## src/rtl/regfile_scoreboard_if.sv

```systemverilog
// Issue/writeback bus for the register file scoreboard.
// The master drives the requests and the slave returns read data, busy flags and the count.
interface regfile_scoreboard_if #(
  parameter int DATA_W = 16,
  parameter int ADDR_W = 4
);
  logic              reg_write;
  logic [ADDR_W-1:0] write_reg_no;
  logic [DATA_W-1:0] input_data;
  logic [ADDR_W-1:0] read_reg_1;
  logic [ADDR_W-1:0] read_reg_2;
  logic [DATA_W-1:0] reg_1_data;
  logic [DATA_W-1:0] reg_2_data;
  logic              busy_1;
  logic              busy_2;
  logic              reserve;
  logic [ADDR_W-1:0] reserve_reg_no;
  logic              reserve_ok;
  logic [ADDR_W:0]   busy_count;

  modport master (
    output reg_write, write_reg_no, input_data, read_reg_1, read_reg_2,
           reserve, reserve_reg_no,
    input  reg_1_data, reg_2_data, busy_1, busy_2, reserve_ok, busy_count
  );

  modport slave (
    input  reg_write, write_reg_no, input_data, read_reg_1, read_reg_2,
           reserve, reserve_reg_no,
    output reg_1_data, reg_2_data, busy_1, busy_2, reserve_ok, busy_count
  );
endinterface

```

## src/rtl/regfile_scoreboard.sv

```systemverilog
// Parametrised register file with two combinational read ports and one write port.
// It also keeps a per-register busy scoreboard with a registered population count.
module regfile_scoreboard #(
  parameter int DATA_W   = 16,
  parameter int ADDR_W   = 4,
  parameter int ZERO_REG = 0,
  parameter int BYPASS   = 1
) (
  input logic                   clk,
  input logic                   clear,
  regfile_scoreboard_if.slave   bus
);
  localparam int DEPTH = 2**ADDR_W;

  logic [DATA_W-1:0] regs_q [DEPTH];
  logic [DATA_W-1:0] regs_d [DEPTH];
  logic [DEPTH-1:0]  busy_q, busy_d;
  logic [ADDR_W:0]   busy_count_q, busy_count_d;

  logic wr_en, fwd_1, fwd_2, fwd_rsv, rsv_zero, waw, mark_en, inc, dec;
  logic busy_1_c, busy_2_c;

  always_comb begin
    wr_en    = bus.reg_write && !(ZERO_REG != 0 && bus.write_reg_no == '0);
    fwd_1    = BYPASS != 0 && bus.reg_write && bus.write_reg_no == bus.read_reg_1;
    fwd_2    = BYPASS != 0 && bus.reg_write && bus.write_reg_no == bus.read_reg_2;
    fwd_rsv  = BYPASS != 0 && bus.reg_write && bus.write_reg_no == bus.reserve_reg_no;
    rsv_zero = ZERO_REG != 0 && bus.reserve_reg_no == '0;

    busy_1_c = busy_q[bus.read_reg_1] && !fwd_1;
    busy_2_c = busy_q[bus.read_reg_2] && !fwd_2;
    if (ZERO_REG != 0 && bus.read_reg_1 == '0) busy_1_c = 1'b0;
    if (ZERO_REG != 0 && bus.read_reg_2 == '0) busy_2_c = 1'b0;

    // A release of the same register in this cycle retires the old producer,
    // so it does not count as a write-after-write hazard.
    waw     = busy_q[bus.reserve_reg_no] && !fwd_rsv;
    mark_en = bus.reserve && !clear && !rsv_zero && !busy_1_c && !busy_2_c && !waw;

    inc = mark_en && !busy_q[bus.reserve_reg_no];
    dec = bus.reg_write && busy_q[bus.write_reg_no]
          && !(mark_en && bus.reserve_reg_no == bus.write_reg_no);

    busy_d = busy_q;
    if (bus.reg_write) busy_d[bus.write_reg_no] = 1'b0;
    if (mark_en)       busy_d[bus.reserve_reg_no] = 1'b1;
    busy_count_d = busy_count_q + {{ADDR_W{1'b0}}, inc} - {{ADDR_W{1'b0}}, dec};

    for (int i = 0; i < DEPTH; i++) regs_d[i] = regs_q[i];
    if (wr_en) regs_d[bus.write_reg_no] = bus.input_data;
  end

  always_comb begin
    bus.reg_1_data = (fwd_1 && wr_en) ? bus.input_data : regs_q[bus.read_reg_1];
    bus.reg_2_data = (fwd_2 && wr_en) ? bus.input_data : regs_q[bus.read_reg_2];
    if (ZERO_REG != 0 && bus.read_reg_1 == '0) bus.reg_1_data = '0;
    if (ZERO_REG != 0 && bus.read_reg_2 == '0) bus.reg_2_data = '0;
    bus.busy_1     = busy_1_c;
    bus.busy_2     = busy_2_c;
    bus.reserve_ok = mark_en || (bus.reserve && !clear && rsv_zero);
    bus.busy_count = busy_count_q;
  end

  always_ff @(posedge clk) begin
    if (clear) begin
      for (int i = 0; i < DEPTH; i++) regs_q[i] <= '0;
      busy_q       <= '0;
      busy_count_q <= '0;
    end else begin
      for (int i = 0; i < DEPTH; i++) regs_q[i] <= regs_d[i];
      busy_q       <= busy_d;
      busy_count_q <= busy_count_d;
    end
  end
endmodule

```

## src/flat_wrapper.sv

```systemverilog
// flat-port wrapper written by rule: the top's interface ports become plain ports
module regfile_scoreboard_flat 
#(
  parameter int DATA_W   = 16,
  parameter int ADDR_W   = 4,
  parameter int ZERO_REG = 0,
  parameter int BYPASS   = 1
)
  (clk, clear, bus_reg_write, bus_write_reg_no, bus_input_data, bus_read_reg_1, bus_read_reg_2, bus_reserve, bus_reserve_reg_no, bus_reg_1_data, bus_reg_2_data, bus_busy_1, bus_busy_2, bus_reserve_ok, bus_busy_count);
  regfile_scoreboard_if #(.DATA_W(DATA_W), .ADDR_W(ADDR_W)) bus_i ();
  input logic clk;
  input logic clear;
  input wire logic [$bits(bus_i.reg_write)-1:0] bus_reg_write;
  input wire logic [$bits(bus_i.write_reg_no)-1:0] bus_write_reg_no;
  input wire logic [$bits(bus_i.input_data)-1:0] bus_input_data;
  input wire logic [$bits(bus_i.read_reg_1)-1:0] bus_read_reg_1;
  input wire logic [$bits(bus_i.read_reg_2)-1:0] bus_read_reg_2;
  input wire logic [$bits(bus_i.reserve)-1:0] bus_reserve;
  input wire logic [$bits(bus_i.reserve_reg_no)-1:0] bus_reserve_reg_no;
  output wire logic [$bits(bus_i.reg_1_data)-1:0] bus_reg_1_data;
  output wire logic [$bits(bus_i.reg_2_data)-1:0] bus_reg_2_data;
  output wire logic [$bits(bus_i.busy_1)-1:0] bus_busy_1;
  output wire logic [$bits(bus_i.busy_2)-1:0] bus_busy_2;
  output wire logic [$bits(bus_i.reserve_ok)-1:0] bus_reserve_ok;
  output wire logic [$bits(bus_i.busy_count)-1:0] bus_busy_count;
  assign bus_i.reg_write = bus_reg_write;
  assign bus_i.write_reg_no = bus_write_reg_no;
  assign bus_i.input_data = bus_input_data;
  assign bus_i.read_reg_1 = bus_read_reg_1;
  assign bus_i.read_reg_2 = bus_read_reg_2;
  assign bus_i.reserve = bus_reserve;
  assign bus_i.reserve_reg_no = bus_reserve_reg_no;
  assign bus_reg_1_data = bus_i.reg_1_data;
  assign bus_reg_2_data = bus_i.reg_2_data;
  assign bus_busy_1 = bus_i.busy_1;
  assign bus_busy_2 = bus_i.busy_2;
  assign bus_reserve_ok = bus_i.reserve_ok;
  assign bus_busy_count = bus_i.busy_count;
  regfile_scoreboard #(.DATA_W(DATA_W), .ADDR_W(ADDR_W), .ZERO_REG(ZERO_REG), .BYPASS(BYPASS)) u_core (.clk(clk), .clear(clear), .bus(bus_i));
endmodule
```

## config.mk

```make
export PLATFORM = sky130hd
export DESIGN_NAME = regfile_scoreboard_flat
export DESIGN_NICKNAME = d
export VERILOG_FILES = /design/src/rtl/regfile_scoreboard_if.sv /design/src/rtl/regfile_scoreboard.sv /design/src/flat_wrapper.sv
export SDC_FILE = /design/constraint.sdc
export NUM_CORES = 1
export LEC_CHECK = 0
export CORE_UTILIZATION = 55
export CTS_CLUSTER_SIZE = 24
export DETAILED_ROUTE_END_ITERATION = 10
export GPL_ROUTABILITY_DRIVEN = 0
export PLACE_DENSITY = 0.74
export SKIP_LAST_GASP = 1
export SYNTH_ARGS = -nofsm -noshare
export SYNTH_HDL_FRONTEND = slang
export SYNTH_SLANG_ARGS = --single-unit
```

## constraint.sdc

```tcl
create_clock -name clk -period 11 [get_ports clk]
set_input_delay 2.75 -clock clk [delete_from_list [all_inputs] [get_ports clk]]
set_output_delay 2.75 -clock clk [all_outputs]
set_load 0.01 [all_outputs]
```

Word-level counts from Yosys, hierarchy flattened
Memories as Yosys holds them, arrays and structs flattened.
Index checks and enable logic that the tools add are counted.

storage, ports and cells
  bits in registers = 21
  bits in writable memories = 256
  output and inout bits = 40
  word-level logic and storage cells = 104
  memories = 1

memory list
  name           depth  width  read ports  clocked after Yosys merged registers in  write ports  line                      source
  u_core.regs_q  16     16     18          0                                        16           regfile_scoreboard.sv:15  logic [DATA_W-1:0] regs_q [DEPTH];

cells by class
  add/subtract/negate cells = 2
  magnitude comparators = 8
  equal/unequal tests = 4
  multiplexer cells = 39
  bitwise operators = 20
  reduce and logical (&&, ||, !) cells = 28

operators by type and width
  kind                  count
  $mux W16              21
  $bwmux W256           1
  $mux W256             1
  $demux W16 S4         1
  $lt A4 B5 Y1 const B  4
  $logic_and A1 B1 Y1   19
  $and A16 B16 Y16      1
  $bmux W1 S4           4
  $eq A4 B4 Y1          4
  $not A16 Y16          1
  $or A1 B1 Y1          16
  $or A16 B16 Y16       1
  $logic_not A1 Y1      9
  $mux W1               9
  $demux W1 S4          2
  $ge A4 B1 Y1 const B  2
  $add A5 B1 Y5         1
  $ge A5 B5 Y1 const B  1
  $lt A5 B1 Y1 const B  1
  $not A4 Y5            1
  $sub A5 B1 Y5         1

Longest topological paths before layout
Gate-level depths: netlist (run 1).

  word-level depth = 12
  gate-level depth with buffers = 17

Least setup slack after synthesis (run 1)
Ideal clock, no wire load.

  path kind = input to output
  from = input port bus_read_reg_2[1]
  to = output port bus_reg_2_data[10]
  arrival = 4,620 ps
  path slack = 3,630 ps
  stages on the path = 6
  buffers on the path = 3
  cells stage by stage = clkbuf_1 buf_2 clkbuf_1 mux4_2 mux4_2 mux2_2

between the ends
  cells in the longest elaborated chain, start to end = 4

RTL lines
  what                                                                     line                      source
  start, declared                                                          flat_wrapper.sv:17        input wire logic [$bits(bus_i.read_reg_2)-1:0] bus_read_reg_2;
  parallel branches: the longest is 3 deep, another holds $mem_v2 Z16 W16  -
  $mux W16 (*)                                                             regfile_scoreboard.sv:55  bus.reg_2_data = (fwd_2 && wr_en) ? bus.input_data : regs_q[bus.read_reg_2];
  end, declared                                                            flat_wrapper.sv:21        output wire logic [$bits(bus_i.reg_2_data)-1:0] bus_reg_2_data;

Mark *: on every way between the ends.

Final worst setup path (run 1)
  from = input port bus_write_reg_no[1]
  to = output port bus_reg_2_data[10]

between the ends
  cells in the longest elaborated chain, start to end = 4

RTL lines
  what                 line                      source
  start, declared      flat_wrapper.sv:14        input wire logic [$bits(bus_i.write_reg_no)-1:0] bus_write_reg_no;
  $eq A4 B4 Y1         regfile_scoreboard.sv:26  fwd_2 = BYPASS != 0 && bus.reg_write && bus.write_reg_no == bus.read_reg_2;
  $logic_and A1 B1 Y1  regfile_scoreboard.sv:26
  $logic_and A1 B1 Y1  regfile_scoreboard.sv:55
  $mux W16             regfile_scoreboard.sv:55

No other way between the ends.

==> results of run 1 <==
logic make-up after synthesis:
group	count (synthesis)	share of synthesized area
buffers and inverters	165	0.05518
muxes	212	0.2916
and+or+nand+nor	630	0.1720
adders and majority gates	6	0.005468
xor gates and xnor gates	16	0.009279
DFF	277	0.3672
AOI/OAI and AO/OA	289	0.09925
synthesized netlist by cell type, drive strengths merged (2+ instances only):
master	count
o32ai	2
a22oi	3
ha	5
a21o	2
or2	2
o21ai	16
nor4	2
xnor2	6
nor2b	11
nor2	26
and2	3
mux2i	4
nand3b	16
nand3	12
mux4	174
nand4	8
nand2b	4
buf	47
nand2	531
a21oi	259
nor3	7
dfxtp	277
nand4b	4
xor2	10
o32a	2
mux2	34
clkbuf	108
inv	9
routing by layer:
layer / share of wire / global-route usage
met5: 0 / 0
met4: 0.062 / 0.2166
met3: 0.11 / 0.07894
met2: 0.48 / 0.5739
met1: 0.35 / 0.4175
worst max path at each step:
stage                        startpoint            endpoint  slack, ns
floorplan             bus_read_reg_2[1]  bus_reg_2_data[10]       3.63
global placement    bus_write_reg_no[1]  bus_reg_2_data[15]       2.30
detailed placement  bus_write_reg_no[1]  bus_reg_2_data[15]       2.27
CTS                 bus_write_reg_no[1]  bus_reg_2_data[15]       2.26
global route        bus_write_reg_no[1]   bus_reg_2_data[0]       2.07
finish              bus_write_reg_no[1]  bus_reg_2_data[10]       2.25
placed cells by master, fill, tap and decap left out, types with 2 or more instances in the layout:
master / n
clkinv_2: 6
o32a_1: 2
clkdlybuf4s50_1: 70
nand2b_1: 4
dfxtp_1: 277
nor3_1: 2
mux4_1: 16
or2_2: 2
clkbuf_8: 7
clkbuf_1: 6
and2_1: 3
nand4b_1: 4
xnor2_1: 6
nand4_1: 8
a22oi_1: 3
xor2_1: 10
mux2_2: 34
nor2b_1: 11
nand3b_1: 16
o21ai_1: 15
buf_4: 32
nor2_1: 25
clkbuf_16: 29
ha_1: 5
inv_1: 9
mux4_2: 157
a21oi_1: 259
a21o_1: 2
mux2i_1: 4
nor3_2: 4
bufinv_16: 4
nand2_1: 531
nand3_1: 12
layout make-up:
class / instances / share of cell area
multi-input cells: 1153 / 0.5233
inverters: 10 / 0.002324
well taps: 341 / 0.02556
diodes: 1 / 0.0001499
flip-flops and latches: 277 / 0.3322
repair buffers: 104 / 0.05749
clock inverters: 10 / 0.009220
clock buffers: 41 / 0.04977
registers in the layout (all words and copies together), names as in the netlist:
signal / cells
u_core.regs_q: 256
u_core.busy_q: 16
u_core.bus.busy_count: 5
critical path, cell delays in order:
cell             delay [ns]
clkdlybuf4s50_1        1.10
xnor2_1                0.19
nand3_1                0.14
nor2_2                 0.87
mux2_2                 0.43
clkdlybuf4s50_1        0.48
power breakdown:
part | switching [mW] | internal [mW]
Sequential | 0.0126 | 1.02
Combinational | 0.144 | 0.0967
Clock | 0.410 | 0.615
Total | 0.567 | 1.73
through the flow:
stage | utilization | instances | setup WS (ns)
finish | 0.6194 | 1937 | 2.253
global route | 0.6193 | 1936 | 2.068
CTS | 0.6193 | 1936 | 2.259
detailed placement | 0.5827 | 1885 | 2.266
global placement | 0.5827 | 1885 | 2.301
floorplan | - | 1595 | 3.630
==> results.py, run 1 <==
metrics = {
    "global_routing": {
        "antenna_found_initial": 0,
        "grt_pass1_wl_um": 74340,
        "grt_usage": 0.3493,
        "grt_pass1_vias": 12740,
        "grt_overflow_total": 0,
        "grt_max_degree": 127,
    },
    "status": {
        "status": "finished, final reports clean",
    },
    "layout": {
        "nFillCells": 2161,
        "fin_area_um2": 16690,
        "fin_nets": 1617,
        "area.growth.synth_to_final_pct": 10.53,
        "drive_gt1_frac": 0.1768,
        "seq_area_um2": 5545,
        "multi_input_area_um2": 8735,
    },
    "synth": {
        "syn_nets": 1637,
        "yosys.area.top_type": "dfxtp_1",
        "netlist_instances": 1595,
        "synth_cell_types": 52,
        "synth_edf_count": 0,
        "synth.top_cell.area_share": 0.3672,
        "syn-cell-area_um2": 15100,
        "ys_ff_latch": 277,
        "postSynthAreaPerCell_um2": 9.468,
        "ys_seq_area_frac": 0.3672,
        "synth-main-ff-cell": "dfxtp_1",
        "synth_area_leaders": "dfxtp_1 37%, mux4_2 23%, nand2_1 13%",
        "synthArstFlopShare": 0,
        "yosysWarnings": 0,
    },
    "critical_path": {
        "worst_ep_required_time_ns": 8.25,
        "reg2reg_from": "u_core.busy_q[9]",
        "end_kind": "output pin",
        "ff2ff_setup_slack_ns": 7.43,
        "cp-start-kind": "input port",
        "crit_type": "input port to output pin",
        "critPathMaxFanout": 21,
        "rr_endpoint": "u_core.bus.busy_count[4]",
        "rr_worst_depth": 13,
        "crit_arrival_ns": 6.00,
    },
    "drt": {
        "drt_iter0_drc": 1761,
        "drc": 0,
        "ant_nets": 0,
        "routedWlPerCell_um": 25.04,
        "first_pass_iters": 5,
        "via_count": 12920,
        "wl_um": 48510,
        "via_per_inst": 6.671,
    },
    "worst_hold_path": {
        "min_delay_path_depth": 2,
        "holdPathEnd": "u_core.regs_q[13][9]",
        "min_from": "u_core.regs_q[13][9]",
        "hp-class": "flip-flop to flip-flop",
    },
    "sta": {
        "finClkSkew_ns": 0.006259,
        "timing.final.crit_share": 0.7952,
        "drv_slew": 0,
        "hold_viol": 0,
        "fmax_mhz": 114.3,
        "grt_setup_unrepaired": "false",
        "layout_min_cycle_time_ns": 8.747,
        "setup_viol": 0,
        "finalSetupTns_ns": 0,
        "maxSlewHeadroom": 0.05549,
        "tightestPinTransition_ns": 1.413,
        "fin_hold_ws_ns": 0.4676,
    },
    "cts": {
        "clock_latency_ns": 0.55,
        "clock_sinks": 277,
        "ctsHoldBuffers": 0,
        "cts.path.max_buffers": 3,
        "cts_tree": "built",
        "cts_resized": 0,
        "post_cts_buffers": 0,
        "cts_max_level": 1,
        "path_clk_slew_ns": 0.06,
        "root_buffer": "clkbuf_16",
        "cts_made_buffers": 29,
    },
    "die": {
        "rows": 60,
        "core_um2": 26950,
        "die_y_um": 167.7,
        "dieArea_um2": 28130,
        "initial_utilization": 0.5604,
        "dieWidth_um": 167.7,
        "ios": 76,
    },
    "power": {
        "p_total_mw": 2.298,
        "power_density_nw_per_um2": 137.7,
        "p_leak_nw": 5.480,
        "vdd_drop_max_mv": 0.1362,
    },
    "placement": {
        "placed_cell_area_um2": 15710,
        "detailed_place_hpwl_um": 28150,
        "port-buffer-count": 75,
    },
    "flow_run": {
        "max_cap_violations": 0,
    },
}
Power figures use the tool's default switching activity.
==> run 2: changes to the inputs <==
Clock period 11 ns to 9.1 ns, I/O delays scaled along.
==> run 2 against run 1 <==
  * Clock-buffer cell count shrank 1
  * Clock skew grew 0.0013 ns
  * Critical path type unchanged
  * Utilization shrank 0.14 points
  * Routed wire length shrank 1.8%
  * Cell count shrank 0.10%
  * Worst hold slack lost 0.0015 ns
  * Non-clock buffer count is the same
  * Largest cell class unchanged
  * Clock power grew 13%
==> results.py, run 2 (same netlist as run 1, synthesis figures left out) <==
metrics = {
    "cts": {
        "cts_max_level": 1,
        "cts_made_buffers": 29,
        "root_buffer": "clkbuf_16",
        "cts_resized": 0,
        "clock_latency_ns": 0.55,
        "cts_tree": "built",
        "cts.path.max_buffers": 3,
        "post_cts_buffers": 0,
        "clock_sinks": 277,
        "path_clk_slew_ns": 0.06,
        "ctsHoldBuffers": 0,
    },
    "global_routing": {
        "grt_pass1_wl_um": 72310,
        "grt_max_degree": 176,
        "antenna_found_initial": 1,
        "grt_usage": 0.3386,
        "grt_overflow_total": 0,
        "grt_pass1_vias": 12560,
    },
    "layout": {
        "largest_register_ffs": 256,
        "antennaDiodeCount": 0,
        "fin_nets": 1617,
        "nFillCells": 2160,
        "most-common-layout-cells": "531 x nand2_1, 277 x dfxtp_1, 259 x a21oi_1, 157 x mux4_2, 70 x clkdlybuf4s50_1",
        "area.growth.synth_to_final_pct": 10.27,
        "multi_input_area_um2": 8735,
        "layout_commonest_cell": "nand2_1",
        "top_register": "u_core.regs_q",
        "seq_area_um2": 5545,
        "drive_gt1_frac": 0.1750,
    },
    "placement": {
        "detailed_place_hpwl_um": 28070,
        "port-buffer-count": 75,
    },
    "die": {
        "ios": 76,
        "core_um2": 26950,
        "initial_utilization": 0.5604,
        "dieArea_um2": 28130,
        "rows": 60,
        "dieWidth_um": 167.7,
        "die_y_um": 167.7,
    },
    "critical_path": {
        "reg2reg_from": "u_core.busy_q[9]",
        "crit_slowest_cell": "clkdlybuf4s50_1",
        "crit_family": "buffers and inverters",
        "crit_top_cell": "clkdlybuf4s50_1",
        "ff2ff_setup_slack_ns": 5.57,
        "worst_ep_required_time_ns": 6.83,
        "worstPathCellList": "clkdlybuf4s50_1 -> mux4_2 -> a22oi_1 -> a22o_1 -> and2_1 -> clkdlybuf4s50_1",
        "cp.buffers_inverters": 2,
        "crit_type": "input port to output pin",
        "critPathMaxStageDelay_ns": 0.90,
        "rr_endpoint": "u_core.bus.busy_count[4]",
        "rr_worst_depth": 13,
        "critical_path_depth": 6,
        "crit_arrival_ns": 5.24,
        "critPathMaxFanout": 18,
        "end_kind": "output pin",
        "cp-start-kind": "input port",
    },
    "worst_hold_path": {
        "min_delay_path_depth": 2,
        "min_from": "u_core.regs_q[6][9]",
        "hp-class": "flip-flop to flip-flop",
        "holdPathEnd": "u_core.regs_q[6][9]",
    },
    "sta": {
        "grt_setup_unrepaired": "false",
        "layout_min_cycle_time_ns": 7.520,
        "finalSetupTns_ns": 0,
        "fin_hold_ws_ns": 0.4660,
        "timing.final.crit_share": 0.8264,
        "tightestPinTransition_ns": 1.434,
        "setup_viol": 0,
        "maxSlewHeadroom": 0.04103,
        "drv_slew": 0,
        "finClkSkew_ns": 0.007575,
        "hold_viol": 0,
        "fmax_mhz": 133.0,
    },
    "drt": {
        "ant_nets": 0,
        "drc": 0,
        "routedWlPerCell_um": 24.62,
        "wl_um": 47630,
        "first_pass_iters": 6,
        "drt_iter0_drc": 1651,
        "via_count": 12950,
        "via_per_inst": 6.693,
    },
    "power": {
        "p_leak_nw": 5.439,
        "vdd_drop_max_mv": 0.1967,
        "power_density_nw_per_um2": 162.1,
    },
    "status": {
        "status": "finished, final reports clean",
    },
    "flow_run": {
        "max_cap_violations": 0,
    },
}
==> run 2: layer usage <==
| metal | share of wire | up-vias | global-route usage |
|---|---|---|---|
| li1 | - | 5585 | - |
| met5 | 0.00023 | - | 0.008696 |
| met3 | 0.10 | 216 | 0.08154 |
| met2 | 0.48 | 845 | 0.5582 |
| met1 | 0.36 | 6303 | 0.4051 |
| met4 | 0.053 | 2 | 0.1943 |
==> run 2: layout make-up <==
type                            count  share of cell area
Clock buffer                       40             0.04786
Clock inverter                     10            0.006837
Inverter                           10            0.002329
Multi-Input combinational cell   1153              0.5245
Sequential cell                   277              0.3330
Tap cell                          341             0.02562
Timing Repair Buffer              104             0.05988
==> run 2: worst max path at each step <==
stage / from / to / slack, ns
finish: bus_reserve_reg_no[0] / bus_reserve_ok / 1.58
global route: bus_reserve_reg_no[0] / bus_reserve_ok / 1.38
CTS: bus_reserve_reg_no[0] / bus_reserve_ok / 1.60
detailed placement: bus_reserve_reg_no[0] / bus_reserve_ok / 1.61
global placement: bus_reserve_reg_no[0] / bus_reserve_ok / 1.66
floorplan: bus_read_reg_2[1] / bus_reg_2_data[10] / 2.68
==> run 2: worst register-to-register path: stages (launching register included) <==
cell,delay (ns)
dfxtp_1,0.44
mux4_2,0.27
mux2_2,0.17
nor3_2,0.06
o32ai_2,0.98
and3b_1,0.32
ha_1,0.23
inv_1,0.08
fa_1,0.22
inv_1,0.06
a21o_1,0.18
a21oi_1,0.18
xnor2_1,0.14
nor2_1,0.05
==> run 2: per-stage QoR <==
stage                       util  area (um2)  total power [mW]  cells  setup slack, ns
after floorplan                -       15100             1.476   1595            2.680
after global placement    0.5841       15740             1.554   1885            1.665
after detailed placement  0.5841       15740             1.559   1885            1.606
after CTS                 0.6179       16650             2.695   1935            1.602
after global routing      0.6179       16650             2.768   1935            1.385
final                     0.6179       16650             2.699   1935            1.580
==> run 2: power by group <==
part | switching, mW | internal, mW
sequential | 0.0153 | 1.23
clock | 0.496 | 0.665
combinational | 0.172 | 0.118
